## src/rtl/pwm_duty_decoder.sv

```systemverilog
// Recovers the duty cycle of an incoming PWM line in percent and classifies it
// into the 2-bit heating level code (00 LOW, 01 MEDIUM, 10 NORMAL, 11 HIGH).
module pwm_duty_decoder #(
  parameter int MAX_PERIOD = 50000000,
  parameter int CNT_BITS   = $clog2(MAX_PERIOD + 1)
) (
  input  logic       clock,
  input  logic       reset,
  input  logic       enable,
  input  logic       pwmIn,
  output logic [6:0] dutyPercent,
  output logic [1:0] heatingLevel,
  output logic       valid,
  output logic       stuck,
  output logic       overrun
);
  localparam int DW      = CNT_BITS + 7;
  localparam int IT_BITS = $clog2(DW + 1);
  localparam logic [CNT_BITS-1:0] MAX_CNT = CNT_BITS'(MAX_PERIOD);
  localparam logic [CNT_BITS-1:0] ONE     = CNT_BITS'(1);
  localparam logic [IT_BITS-1:0]  IT_LOAD = IT_BITS'(DW);
  localparam logic [IT_BITS-1:0]  IT_LAST = IT_BITS'(1);

  typedef enum logic [1:0] {IDLE = 2'd0, MEAS_HIGH = 2'd1, MEAS_LOW = 2'd2} state_t;

  function automatic logic [1:0] classify(input logic [6:0] q);
    if (q < 7'd20)      return 2'b00;
    else if (q < 7'd40) return 2'b01;
    else if (q < 7'd65) return 2'b10;
    else                return 2'b11;
  endfunction

  logic                sync_q, s_q, s_dly_q;
  state_t              state_q;
  logic [CNT_BITS-1:0] cnt_q, h_q, p_q;
  logic                busy_q;
  logic [IT_BITS-1:0]  it_q;
  logic [CNT_BITS-1:0] rem_q, dvs_q, rem_d;
  logic [DW-1:0]       dvd_q, dvd_d, dividend_s;
  logic [CNT_BITS:0]   trial_s;
  logic                ge_s;
  logic [6:0]          duty_q;
  logic [1:0]          level_q;
  logic                valid_q, stuck_q, overrun_q, to_pend_q, to_hi_q;
  logic                rise_s, fall_s, timeout_s, close_s, div_done_s;

  assign rise_s     = s_q & ~s_dly_q;
  assign fall_s     = ~s_q & s_dly_q;
  assign timeout_s  = enable & (((state_q == IDLE) & ~rise_s & (cnt_q == MAX_CNT)) |
                                ((state_q != IDLE) & (p_q == MAX_CNT)));
  assign close_s    = enable & (state_q == MEAS_LOW) & rise_s & (p_q != MAX_CNT);
  assign div_done_s = enable & busy_q & (it_q == IT_LAST);
  assign dividend_s = DW'(h_q) * DW'(7'd100);

  // One restoring-division step: shift in the next dividend bit, subtract if it fits.
  always_comb begin
    trial_s = {rem_q, dvd_q[DW-1]};
    ge_s    = (trial_s >= {1'b0, dvs_q});
    if (ge_s) begin
      rem_d = CNT_BITS'(trial_s - {1'b0, dvs_q});
    end else begin
      rem_d = trial_s[CNT_BITS-1:0];
    end
    dvd_d = {dvd_q[DW-2:0], ge_s};
  end

  // Two-flop synchronizer plus edge-detect register.
  always_ff @(posedge clock or negedge reset) begin
    if (!reset) begin
      sync_q  <= 1'b0;
      s_q     <= 1'b0;
      s_dly_q <= 1'b0;
    end else begin
      sync_q  <= pwmIn;
      s_q     <= sync_q;
      s_dly_q <= s_q;
    end
  end

  // Measurement FSM; the closing rise doubles as the opening rise of the next period.
  always_ff @(posedge clock or negedge reset) begin
    if (!reset) begin
      state_q <= IDLE;
      cnt_q   <= '0;
      h_q     <= '0;
      p_q     <= '0;
    end else if (!enable) begin
      state_q <= IDLE;
      cnt_q   <= '0;
      h_q     <= '0;
      p_q     <= '0;
    end else begin
      case (state_q)
        IDLE: begin
          if (rise_s) begin
            h_q     <= ONE;
            p_q     <= ONE;
            cnt_q   <= '0;
            state_q <= MEAS_HIGH;
          end else if (cnt_q == MAX_CNT) begin
            cnt_q <= '0;
          end else begin
            cnt_q <= cnt_q + ONE;
          end
        end
        MEAS_HIGH: begin
          if (p_q == MAX_CNT) begin
            state_q <= IDLE;
            cnt_q   <= '0;
            h_q     <= '0;
            p_q     <= '0;
          end else if (fall_s) begin
            p_q     <= p_q + ONE;
            state_q <= MEAS_LOW;
          end else begin
            h_q <= h_q + ONE;
            p_q <= p_q + ONE;
          end
        end
        MEAS_LOW: begin
          if (p_q == MAX_CNT) begin
            state_q <= IDLE;
            cnt_q   <= '0;
            h_q     <= '0;
            p_q     <= '0;
          end else if (rise_s) begin
            h_q     <= ONE;
            p_q     <= ONE;
            state_q <= MEAS_HIGH;
          end else begin
            p_q <= p_q + ONE;
          end
        end
        default: begin
          state_q <= IDLE;
          cnt_q   <= '0;
          h_q     <= '0;
          p_q     <= '0;
        end
      endcase
    end
  end

  // Divider sequencing: load on an accepted close, DW iterations, then idle.
  always_ff @(posedge clock or negedge reset) begin
    if (!reset) begin
      busy_q <= 1'b0;
      it_q   <= '0;
      rem_q  <= '0;
      dvd_q  <= '0;
      dvs_q  <= '0;
    end else if (!enable) begin
      busy_q <= 1'b0;
      it_q   <= '0;
    end else if (busy_q) begin
      rem_q <= rem_d;
      dvd_q <= dvd_d;
      it_q  <= it_q - IT_LAST;
      if (it_q == IT_LAST) begin
        busy_q <= 1'b0;
      end else begin
        busy_q <= 1'b1;
      end
    end else if (close_s) begin
      busy_q <= 1'b1;
      it_q   <= IT_LOAD;
      rem_q  <= '0;
      dvd_q  <= dividend_s;
      dvs_q  <= p_q;
    end else begin
      busy_q <= 1'b0;
    end
  end

  // A period closing while the divider is busy is dropped and flagged.
  always_ff @(posedge clock or negedge reset) begin
    if (!reset) begin
      overrun_q <= 1'b0;
    end else begin
      overrun_q <= close_s & busy_q;
    end
  end

  // Result register: a divider result wins a collision, the timeout report follows a cycle later.
  always_ff @(posedge clock or negedge reset) begin
    if (!reset) begin
      duty_q    <= 7'd0;
      level_q   <= 2'b00;
      valid_q   <= 1'b0;
      stuck_q   <= 1'b0;
      to_pend_q <= 1'b0;
      to_hi_q   <= 1'b0;
    end else begin
      valid_q <= 1'b0;
      if (!enable) begin
        to_pend_q <= 1'b0;
      end else if (div_done_s) begin
        duty_q  <= dvd_d[6:0];
        level_q <= classify(dvd_d[6:0]);
        stuck_q <= 1'b0;
        valid_q <= 1'b1;
        if (timeout_s) begin
          to_pend_q <= 1'b1;
          to_hi_q   <= s_q;
        end else begin
          to_pend_q <= 1'b0;
        end
      end else if (to_pend_q) begin
        duty_q    <= to_hi_q ? 7'd100 : 7'd0;
        level_q   <= to_hi_q ? 2'b11 : 2'b00;
        stuck_q   <= 1'b1;
        valid_q   <= 1'b1;
        to_pend_q <= 1'b0;
      end else if (timeout_s) begin
        duty_q  <= s_q ? 7'd100 : 7'd0;
        level_q <= s_q ? 2'b11 : 2'b00;
        stuck_q <= 1'b1;
        valid_q <= 1'b1;
      end else begin
        to_pend_q <= 1'b0;
      end
    end
  end

  assign dutyPercent  = duty_q;
  assign heatingLevel = level_q;
  assign valid        = valid_q;
  assign stuck        = stuck_q;
  assign overrun      = overrun_q;
endmodule

```

## config.mk

```make
export PLATFORM = sky130hd
export DESIGN_NAME = pwm_duty_decoder
export DESIGN_NICKNAME = d
export VERILOG_FILES = /design/src/rtl/pwm_duty_decoder.sv
export SDC_FILE = /design/constraint.sdc
export NUM_CORES = 1
export LEC_CHECK = 0
export ABC_AREA = 0
export CAP_MARGIN = 20
export CORE_MARGIN = 2
export CORE_UTILIZATION = 30
export CTS_CLUSTER_DIAMETER = 200
export DETAILED_ROUTE_END_ITERATION = 8
export GPL_ROUTABILITY_DRIVEN = 0
export PLACE_DENSITY = 0.54
export SLEW_MARGIN = 5
export SYNTH_ARGS = -nofsm -noshare
export SYNTH_HDL_FRONTEND = slang
export SYNTH_SLANG_ARGS = --single-unit
```

## constraint.sdc

```tcl
create_clock -name clock -period 9.7 [get_ports clock]
set_clock_uncertainty 0.2 [all_clocks]
set_input_delay 2.425 -clock clock [delete_from_list [all_inputs] [get_ports clock]]
set_output_delay 2.425 -clock clock [all_outputs]
set_load 0.005 [all_outputs]
```

**Word level (Yosys, flattened, before mapping)**

Cells that the tools add are included.

- Register bits: 189
- Bits of input ports: 4
- Output and inout bits: 12
- Logic and storage cells: 123

- Add/sub/neg operators: 5
- Multiply operators: 1
- Magnitude comparators: 4
- Eq/ne operators: 11
- Muxes and demuxes: 57
- Bitwise gates (word level): 17
- Reductions and logical operators: 9

Operators with widths:

| kind | count |
|---|---|
| two-way mux 26 bit | 17 |
| one-hot mux 26 bit (3 select lines) | 2 |
| adder 26 x 1 -> 26 bit (second input constant) | 3 |
| two-way mux 33 bit | 2 |
| == test 26 bit (second input constant) | 2 |
| one-hot mux 26 bit (2 select lines) | 1 |
| two-way mux 7 bit | 5 |
| multiplier 26 x 5 -> 31 bit (second input constant) | 1 |
| greater-or-equal comparator 27 x 26 -> 1 bit | 1 |
| inequality test 26 bit (second input constant) | 1 |
| subtractor 26 bit | 1 |
| two-way mux 2 bit | 12 |
| two-way mux 6 bit | 3 |
| two-way mux 1 bit | 14 |
| AND 1 bit | 12 |
| inequality test 4 bit (second input constant) | 2 |
| less-than comparator 7 x 5 -> 1 bit (second input constant) | 1 |
| less-than comparator 7 x 6 -> 1 bit (second input constant) | 1 |
| less-than comparator 7 bit (second input constant) | 1 |
| == test 6 x 1 -> 1 bit (second input constant) | 1 |
| one-hot mux 2 bit (3 select lines) | 1 |
| AND reduction 3 bit | 2 |
| subtractor 6 x 1 -> 6 bit (second input constant) | 1 |
| inverter 1 bit | 4 |
| 11 further kinds | 13 |

**Depth between registers and ports, before layout**

Gate-level depths: netlist (run 1).

- Word-level depth: 11
- Gate-level depth with buffers: 16
- Mapped depth without buffers: 15

**Worst setup path before layout (run 1)**

No wires, ideal clock.

- Path type: input -> register
- From: input enable
- To: register dvd_q[31]
- Library setup time: 0.123 ns
- Data arrival time: 3.595 ns
- Data required time: 9.377 ns
- Setup slack: 5.781 ns
- Stages on the path: 7
- Buffers on the path: 2
- Cell sequence: inv_1 clkbuf_1 nor3_1 clkbuf_1 nand3_1 mux2i_1 nor2_1

- Cells in the longest elaborated chain, start to end: 5

RTL lines:

| what | RTL line | source |
|---|---|---|
| start, declared | 9 | `input logic enable,` |
| AND 1 bit (3 in a row) | 51 | `assign close_s = enable & (state_q == MEAS_LOW) & rise_s & (p_q != MAX_CNT);` |
| nonzero test 2 bit (no source line) | -- |  |
| AND reduction 2 bit (no source line) (*) | -- |  |
| end signal, assigned | 157 | `dvd_q <= dvd_d;` |
| end signal, assigned | 168 | `dvd_q <= dividend_s;` |
| end, declared | 39 | `logic [DW-1:0] dvd_q, dvd_d, dividend_s;` |

Mark *: on every way between the ends. The rest lies on a longest branch, timed or not.
A chain may end at the register's enable or synchronous reset.

**Final worst setup path (run 1)**

- From: register h_q[3]
- To: register dvd_q[32]

- Cells in the longest elaborated chain, start to end: 3

RTL lines:

| what | RTL line | source |
|---|---|---|
| start, declared | 35 | `logic [CNT_BITS-1:0] cnt_q, h_q, p_q;` |
| start signal, assigned | 116 | `h_q <= h_q + ONE;` |
| multiplier 26 x 5 -> 31 bit | 53 | `assign dividend_s = DW'(h_q) * DW'(7'd100);` |
| two-way mux 33 bit | 164 | `end else if (close_s) begin` |
| two-way mux 33 bit | 155 | `end else if (busy_q) begin` |

No other way between the ends. The select of a mux whose other input is x is not followed.

==> results of run 1 <==
cell usage in the layout, fill, tap and decap left out, types with 23 or more instances in the layout:
cell	n
dfrtp_1	188
nand2_1	170
inv_1	161
o21ai_0	119
ha_1	118
a21oi_1	110
nor2_1	105
nand3_1	78
xor2_1	37
xnor2_1	29
a21o_1	28
o21ai_1	24
o31ai_1	23
worst max-delay path, stage by stage (launching register included):
cell,delay [ns]
dfrtp_1,0.44
ha_1,0.33
ha_1,0.28
inv_1,0.05
fa_1,0.52
inv_1,0.05
ha_1,0.35
o21ai_0,0.11
o21bai_1,0.20
o21ai_0,0.52
o21ai_0,0.31
o32ai_1,0.55
o22ai_1,0.28
o21ai_0,0.39
mux2i_1,0.25
nand2_1,0.07
kinds of logic after synthesis:
family / after synthesis / share of synthesized area, %
multiplexers: 18 / 1.37
buffers and inverters: 226 / 7.27
AO/OA/AOI/OAI: 410 / 19.1
adder cells (fa/ha/maj): 140 / 14.4
XOR/XNOR: 66 / 4.35
flip-flops: 189 / 35.6
AND/OR/NAND/NOR: 492 / 17.8
layer usage:
metal  wire, um  vias up
met4        393        0
met2      13800      130
li1           -     5331
met3        866       23
met1      16000     5104
met5          0        -
flip-flops by register name (all words and copies together) (netlist names), 2 cells and up:
| register | flops |
|---|---|
| rem_q | 26 |
| state_q | 2 |
| h_q | 26 |
| heatingLevel | 2 |
| p_q | 26 |
| it_q | 6 |
| cnt_q | 26 |
| dvd_q | 33 |
| dvs_q | 26 |
| dutyPercent | 7 |
through the flow:
stage                     hold slack, ns  util, %  total power [W]
after detailed placement           0.140     31.6          0.00113
after global placement             0.137     31.6          0.00113
after global routing               0.173     32.9          0.00192
after CTS                          0.160     32.9          0.00185
final                              0.160     32.9          0.00182
after floorplan                    0.131        -          0.00106
power breakdown:
group,leakage [nW],switching [W],internal [W]
Combinational,3.93,0.000164,0.0000921
Clock,0.284,0.000360,0.000343
Sequential,2.55,0.0000264,0.000831
final cells by class:
type | instances | area [um^2]
Timing Repair Buffer | 25 | 226
Clock buffer | 17 | 425
Clock inverter | 15 | 145
Fill cell | 4620 | 29500
Sequential cell | 189 | 4730
Multi-Input combinational cell | 1126 | 7590
Tap cell | 592 | 741
Inverter | 161 | 604
final timing paths:
kind | from | end | slack [ns] | depth (start not counted)
min reg2reg | sync_q | s_q | 0.16 | 0
min in group asynchronous | reset | dvd_q[21] | 1.77 | 1
max | h_q[3] | dvd_q[32] | 4.66 | 15
max reg2reg | h_q[3] | dvd_q[32] | 4.66 | 15
min | sync_q | s_q | 0.16 | 0
max in group asynchronous | reset | state_q[1] | 6.17 | 2
==> impl_metrics.prom, run 1 <==
# TYPE chip_impl_metric gauge
chip_impl_info{name="run_status",value="completed"} 1
chip_impl_info{name="hp_class",value="register to register"} 1
chip_impl_metric{name="cp.required",unit="ns"} 9.84
chip_impl_metric{name="grt_antenna_before_repair",unit=""} 0
chip_impl_metric{name="first_global_vias",unit=""} 10300
chip_impl_metric{name="synth_edf_count",unit=""} 0
chip_impl_info{name="setup_repair_after_global_routing_missed_its_margin",value="no"} 1
chip_impl_metric{name="number_of_vias_in_the_routed_layout",unit=""} 10600
chip_impl_metric{name="routedWlPerCell",unit="um"} 14.6
chip_impl_metric{name="core.rowCount",unit=""} 77
chip_impl_info{name="type_of_the_setup_path_with_the_least_slack",value="register to register"} 1
chip_impl_metric{name="stdcell_count",unit=""} 2125
chip_impl_metric{name="synth_largest_type_area_fraction",unit="%"} 35.6
chip_impl_metric{name="hold_viol",unit=""} 0
chip_impl_metric{name="cts-buffers-inserted",unit=""} 17
chip_impl_metric{name="overall_die_height",unit="um"} 214
chip_impl_metric{name="max_cap_violations",unit=""} 0
chip_impl_metric{name="placed_cells_incl_taps",unit=""} 2092
chip_impl_info{name="synth.largest_area_cell",value="dfrtp_1"} 1
chip_impl_info{name="crit_path_end_kind",value="register"} 1
chip_impl_metric{name="netlist_instances",unit=""} 1541
chip_impl_metric{name="synth_cell_type_count",unit=""} 78
chip_impl_metric{name="use_met2",unit="%"} 21.9
chip_impl_metric{name="power.density",unit="nW/um^2"} 126
chip_impl_metric{name="clk-insertion-delay-late",unit="ns"} 0.47
chip_impl_info{name="cts_root_buffer",value="clkbuf_16"} 1
chip_impl_metric{name="synth_nets",unit=""} 1685
chip_impl_metric{name="num_io_pins",unit=""} 16
chip_impl_metric{name="tightestPinTransition",unit="ns"} 1.01
chip_impl_metric{name="timing.setup.tns",unit="ns"} 0
chip_impl_metric{name="postSynth.asyncResetShare",unit="%"} 100
chip_impl_metric{name="grt_first_pass_wirelength",unit="mm"} 53.6
chip_impl_metric{name="first_iter_violations",unit=""} 774
chip_impl_metric{name="finish.net_count",unit=""} 1664
chip_impl_metric{name="route.final.wire_length",unit="mm"} 31.1
chip_impl_metric{name="worst_ir_drop_vdd",unit="mV"} 0.130
chip_impl_metric{name="grt.met3_usage",unit="%"} 2.18
chip_impl_info{name="tritoncts",value="yes"} 1
chip_impl_metric{name="fraction_of_final_layout_cells_with_drive_strength_greater_than_1",unit="%"} 4.50
chip_impl_metric{name="final.period_utilization",unit="%"} 52.0
chip_impl_metric{name="relative_slew_margins",unit="%"} 32.8
chip_impl_metric{name="path_clk_slew",unit="ns"} 0.08
chip_impl_metric{name="remaining_global_route_overflow",unit=""} 0
chip_impl_metric{name="htree_num_levels",unit=""} 4
chip_impl_metric{name="detail_route.vias_per_cell",unit=""} 4.98
chip_impl_metric{name="port-buffer-count",unit=""} 15
chip_impl_info{name="synthTopCellsByCount",value="dfrtp_1, nand2_1, inv_1"} 1
chip_impl_metric{name="die-area",unit="um^2"} 46000
chip_impl_metric{name="core_region_area",unit="um^2"} 43900
chip_impl_metric{name="ant_nets",unit=""} 0
chip_impl_metric{name="chipWidth",unit="um"} 214
chip_impl_metric{name="synthToLayoutAreaGrowth",unit="%"} 8.93
chip_impl_metric{name="final-max-slew-violation-count",unit=""} 0
chip_impl_metric{name="crit_fanout",unit=""} 5
chip_impl_metric{name="post-cts-setup-buffer-count",unit=""} 0
chip_impl_metric{name="cts-root-to-sink-buffers",unit=""} 2
chip_impl_metric{name="worst-endpoint-arrival",unit="ns"} 5.18
chip_impl_info{name="yosys.cell_count.top_type",value="dfrtp_1"} 1
chip_impl_metric{name="avgSynthCellArea",unit="um^2"} 8.62
chip_impl_metric{name="placedInstanceArea",unit="um^2"} 13900
chip_impl_info{name="setup.worst_path.start_class",value="register"} 1
chip_impl_metric{name="timing.final.crit_period",unit="ns"} 5.04
chip_impl_info{name="gr-max-usage-layer",value="met2"} 1
chip_impl_metric{name="setup_viol",unit=""} 0
chip_impl_metric{name="drc",unit=""} 0
chip_impl_metric{name="pre_cts_ws",unit="ns"} 4.18
chip_impl_metric{name="clock_sinks",unit=""} 189
chip_impl_metric{name="synth-seq-area-share",unit="%"} 35.6
chip_impl_info{name="postSynth.topFlopCell",value="dfrtp_1"} 1
chip_impl_metric{name="post_cts_resize_count",unit=""} 0
chip_impl_metric{name="post-route-worst-setup-slack",unit="ns"} 4.66
chip_impl_metric{name="initial_core_util",unit="%"} 30.2
chip_impl_metric{name="place_hpwl",unit="mm"} 22.3
chip_impl_metric{name="leakage",unit="nW"} 6.76
chip_impl_metric{name="grt_start_max_net_pins",unit=""} 70
chip_impl_metric{name="antenna-diode-count",unit=""} 0
chip_impl_metric{name="ffs_latches_synth",unit=""} 189
chip_impl_metric{name="grt_usage",unit="%"} 14.1
chip_impl_metric{name="first_pass_drt_iterations",unit=""} 5
chip_impl_metric{name="yosys_warnings",unit=""} 0
chip_impl_metric{name="achievable-frequency",unit="GHz"} 0.198
chip_impl_info{name="post_synth_main_area_contributors",value="dfrtp_1, ha_1, nand2_1"} 1
chip_impl_metric{name="finalInstanceArea",unit="um^2"} 14500
chip_impl_metric{name="met1_usage",unit="%"} 20.2
chip_impl_metric{name="syn_std_cell_area",unit="um^2"} 13300
chip_impl_metric{name="post_cts_hold_buffer_count",unit=""} 0
(Power assumes the default switching activity.)
==> inputs of run 2 (changes only) <==
Clock period 9.7 ns to 4.7 ns, I/O delays scaled along.
==> impl_metrics.prom, run 2 (same netlist as run 1, synthesis figures left out) <==
# TYPE chip_impl_metric gauge
chip_impl_metric{name="clock_sinks",unit=""} 189
chip_impl_metric{name="largest_register_ff_count",unit=""} 33
chip_impl_metric{name="cts-buffers-inserted",unit=""} 17
chip_impl_info{name="setup.worst_path.start_class",value="register"} 1
chip_impl_metric{name="power.clock.fraction",unit="%"} 40.7
chip_impl_metric{name="crit_fanout",unit=""} 6
chip_impl_metric{name="final.period_utilization",unit="%"} 92.3
chip_impl_metric{name="leakage",unit="nW"} 6.85
chip_impl_metric{name="remaining_global_route_overflow",unit=""} 0
chip_impl_metric{name="routedWlPerCell",unit="um"} 15.0
chip_impl_info{name="tritoncts",value="yes"} 1
chip_impl_metric{name="ant_nets",unit=""} 0
chip_impl_metric{name="chipWidth",unit="um"} 214
chip_impl_metric{name="grt_usage",unit="%"} 14.4
chip_impl_metric{name="worst-endpoint-arrival",unit="ns"} 4.45
chip_impl_metric{name="core_region_area",unit="um^2"} 43900
chip_impl_metric{name="setup_viol",unit=""} 0
chip_impl_metric{name="first_global_vias",unit=""} 10600
chip_impl_metric{name="cell_internal_pwr",unit="W"} 0.00278
chip_impl_metric{name="cp.required",unit="ns"} 4.81
chip_impl_metric{name="first_iter_violations",unit=""} 680
chip_impl_metric{name="relative_slew_margins",unit="%"} 33.3
chip_impl_info{name="reg_with_most_ffs",value="dvd_q"} 1
chip_impl_metric{name="power.net_switching",unit="W"} 0.00114
chip_impl_metric{name="reg2reg_depth",unit=""} 15
chip_impl_metric{name="synthToLayoutAreaGrowth",unit="%"} 10.2
chip_impl_metric{name="antenna-diode-count",unit=""} 0
chip_impl_metric{name="timing.reg2reg.setup_slack",unit="ns"} 0.36
chip_impl_metric{name="hold_viol",unit=""} 0
chip_impl_metric{name="fraction_of_final_layout_cells_with_drive_strength_greater_than_1",unit="%"} 5.24
chip_impl_metric{name="timing.setup.tns",unit="ns"} 0
chip_impl_metric{name="post-cts-setup-buffer-count",unit=""} 0
chip_impl_metric{name="initial_core_util",unit="%"} 30.2
chip_impl_metric{name="power.density",unit="nW/um^2"} 268
chip_impl_metric{name="route.final.wire_length",unit="mm"} 32.1
chip_impl_info{name="timing.hold.worst_endpoint",value="s_q"} 1
chip_impl_metric{name="die-area",unit="um^2"} 46000
chip_impl_info{name="min-delay-start",value="sync_q"} 1
chip_impl_metric{name="overall_die_height",unit="um"} 214
chip_impl_metric{name="grt_first_pass_wirelength",unit="mm"} 54.7
chip_impl_info{name="setup_repair_after_global_routing_missed_its_margin",value="no"} 1
chip_impl_metric{name="tightestPinTransition",unit="ns"} 0.997
chip_impl_metric{name="finish.net_count",unit=""} 1676
chip_impl_metric{name="place_hpwl",unit="mm"} 22.9
chip_impl_metric{name="first_pass_drt_iterations",unit=""} 4
chip_impl_metric{name="cts-root-to-sink-buffers",unit=""} 2
chip_impl_metric{name="max_cap_violations",unit=""} 0
chip_impl_metric{name="number_of_vias_in_the_routed_layout",unit=""} 10700
chip_impl_metric{name="stdcell_count",unit=""} 2137
chip_impl_metric{name="final-max-slew-violation-count",unit=""} 0
chip_impl_info{name="hp_class",value="register to register"} 1
chip_impl_metric{name="num_io_pins",unit=""} 16
chip_impl_metric{name="port-buffer-count",unit=""} 15
chip_impl_metric{name="htree_num_levels",unit=""} 4
chip_impl_metric{name="min_delay_path_depth",unit=""} 0
chip_impl_metric{name="power.switching_fraction",unit="%"} 29.0
chip_impl_info{name="type_of_the_setup_path_with_the_least_slack",value="register to register"} 1
chip_impl_info{name="crit_path_end_kind",value="register"} 1
chip_impl_metric{name="path_clk_slew",unit="ns"} 0.08
chip_impl_info{name="run_status",value="completed"} 1
chip_impl_info{name="cts_root_buffer",value="clkbuf_16"} 1
chip_impl_metric{name="grt_start_max_net_pins",unit=""} 103
chip_impl_metric{name="clk-insertion-delay-late",unit="ns"} 0.45
chip_impl_metric{name="detail_route.vias_per_cell",unit=""} 5.01
chip_impl_info{name="layout_commonest_cell",value="dfrtp_1"} 1
chip_impl_metric{name="timing.final.crit_period",unit="ns"} 4.34
chip_impl_info{name="critical_path.reg2reg.endpoint",value="dvd_q[30]"} 1
chip_impl_metric{name="drc",unit=""} 0
chip_impl_info{name="mostFrequentLayoutCells",value="dfrtp_1, nand2_1, inv_1"} 1
chip_impl_metric{name="placed_cells_incl_taps",unit=""} 2105
chip_impl_metric{name="worst_ir_drop_vdd",unit="mV"} 0.274
chip_impl_metric{name="achievable-frequency",unit="GHz"} 0.230
chip_impl_metric{name="seq_power_share",unit="%"} 45.1
chip_impl_metric{name="grt_antenna_before_repair",unit=""} 0
chip_impl_info{name="reg2reg_from",value="h_q[9]"} 1
chip_impl_metric{name="post_cts_hold_buffer_count",unit=""} 0
chip_impl_metric{name="core.rowCount",unit=""} 77
chip_impl_metric{name="power.share.combinational",unit="%"} 14.2
[run 2: area by class of cell]
cell class                 count  area [um^2]
inverter                     161          604
timing repair buffer          37          332
clock buffer                  18          429
fill                        4617        29300
tap                          592          741
sequential                   189         4730
multi-input combinational   1126         7600
clock inverter                14          195
[run 2: stage by stage]
stage / setup WS, ns / hold WS, ns / utilization [%] / power, W / cell area, um^2
6_report: 0.361 / 0.162 / 33.3 / 0.00391 / 14600
5_1_grt: 0.0560 / 0.172 / 33.3 / 0.00412 / 14600
4_1_cts: 0.135 / 0.162 / 33.3 / 0.00398 / 14600
3_5_place_dp: 0.186 / 0.144 / 31.9 / 0.00236 / 14000
3_3_place_gp: 0.256 / 0.136 / 31.9 / 0.00235 / 14000
2_1_floorplan: 0.824 / 0.131 / - / 0.00219 / 13300
[run 2: worst max path at each step]
| stage | startpoint | slack, ns | cells after the start | endpoint |
|---|---|---|---|---|
| 2_1_floorplan | h_q[9] | 0.82 | 15 | dvd_q[30] |
| 3_3_place_gp | h_q[3] | 0.26 | 15 | dvd_q[32] |
| 3_5_place_dp | h_q[3] | 0.19 | 15 | dvd_q[32] |
| 4_1_cts | h_q[3] | 0.14 | 15 | dvd_q[32] |
| 5_1_grt | h_q[9] | 0.06 | 15 | dvd_q[30] |
| 6_report | h_q[9] | 0.36 | 15 | dvd_q[30] |
[run 2: timing repair]
| item | 4_1_cts | 5_1_grt |
|---|---|---|
| hold endpoints to repair | 0 | 0 |
| resized for setup | 0 | 2 |
| setup endpoints to repair | 0 | 4 |
[run 2: critical path: stages (launching register included)]
cell and delay (ns):
dfrtp_1 0.43, ha_1 0.32, ha_1 0.27, inv_1 0.05
fa_1 0.50, inv_1 0.04, ha_1 0.36, a211oi_1 0.27
nand2_1 0.12, or3_1 0.30, o21ai_0 0.36, o32ai_2 0.17
a311oi_1 0.40, o21ai_0 0.16, xnor2_1 0.17, a21oi_1 0.09
[run 2: metal layers]
layer	vias up	global-route usage (%)	routed length, um
met1	5159	20.1	16300
met2	156	23.0	14400
met4	0	4.70	647
li1	5350	-	-
met5	-	0	0
met3	41	1.94	811
[run 2: power groups by stage]
stage	registers, W	clock network [W]	logic (W)
final	0.00177	0.00159	0.000556
after global placement	0.00180	0	0.000550
after detailed placement	0.00180	0	0.000559
after CTS	0.00177	0.00165	0.000562
after floorplan	0.00178	0	0.000402
after global routing	0.00178	0.00171	0.000635
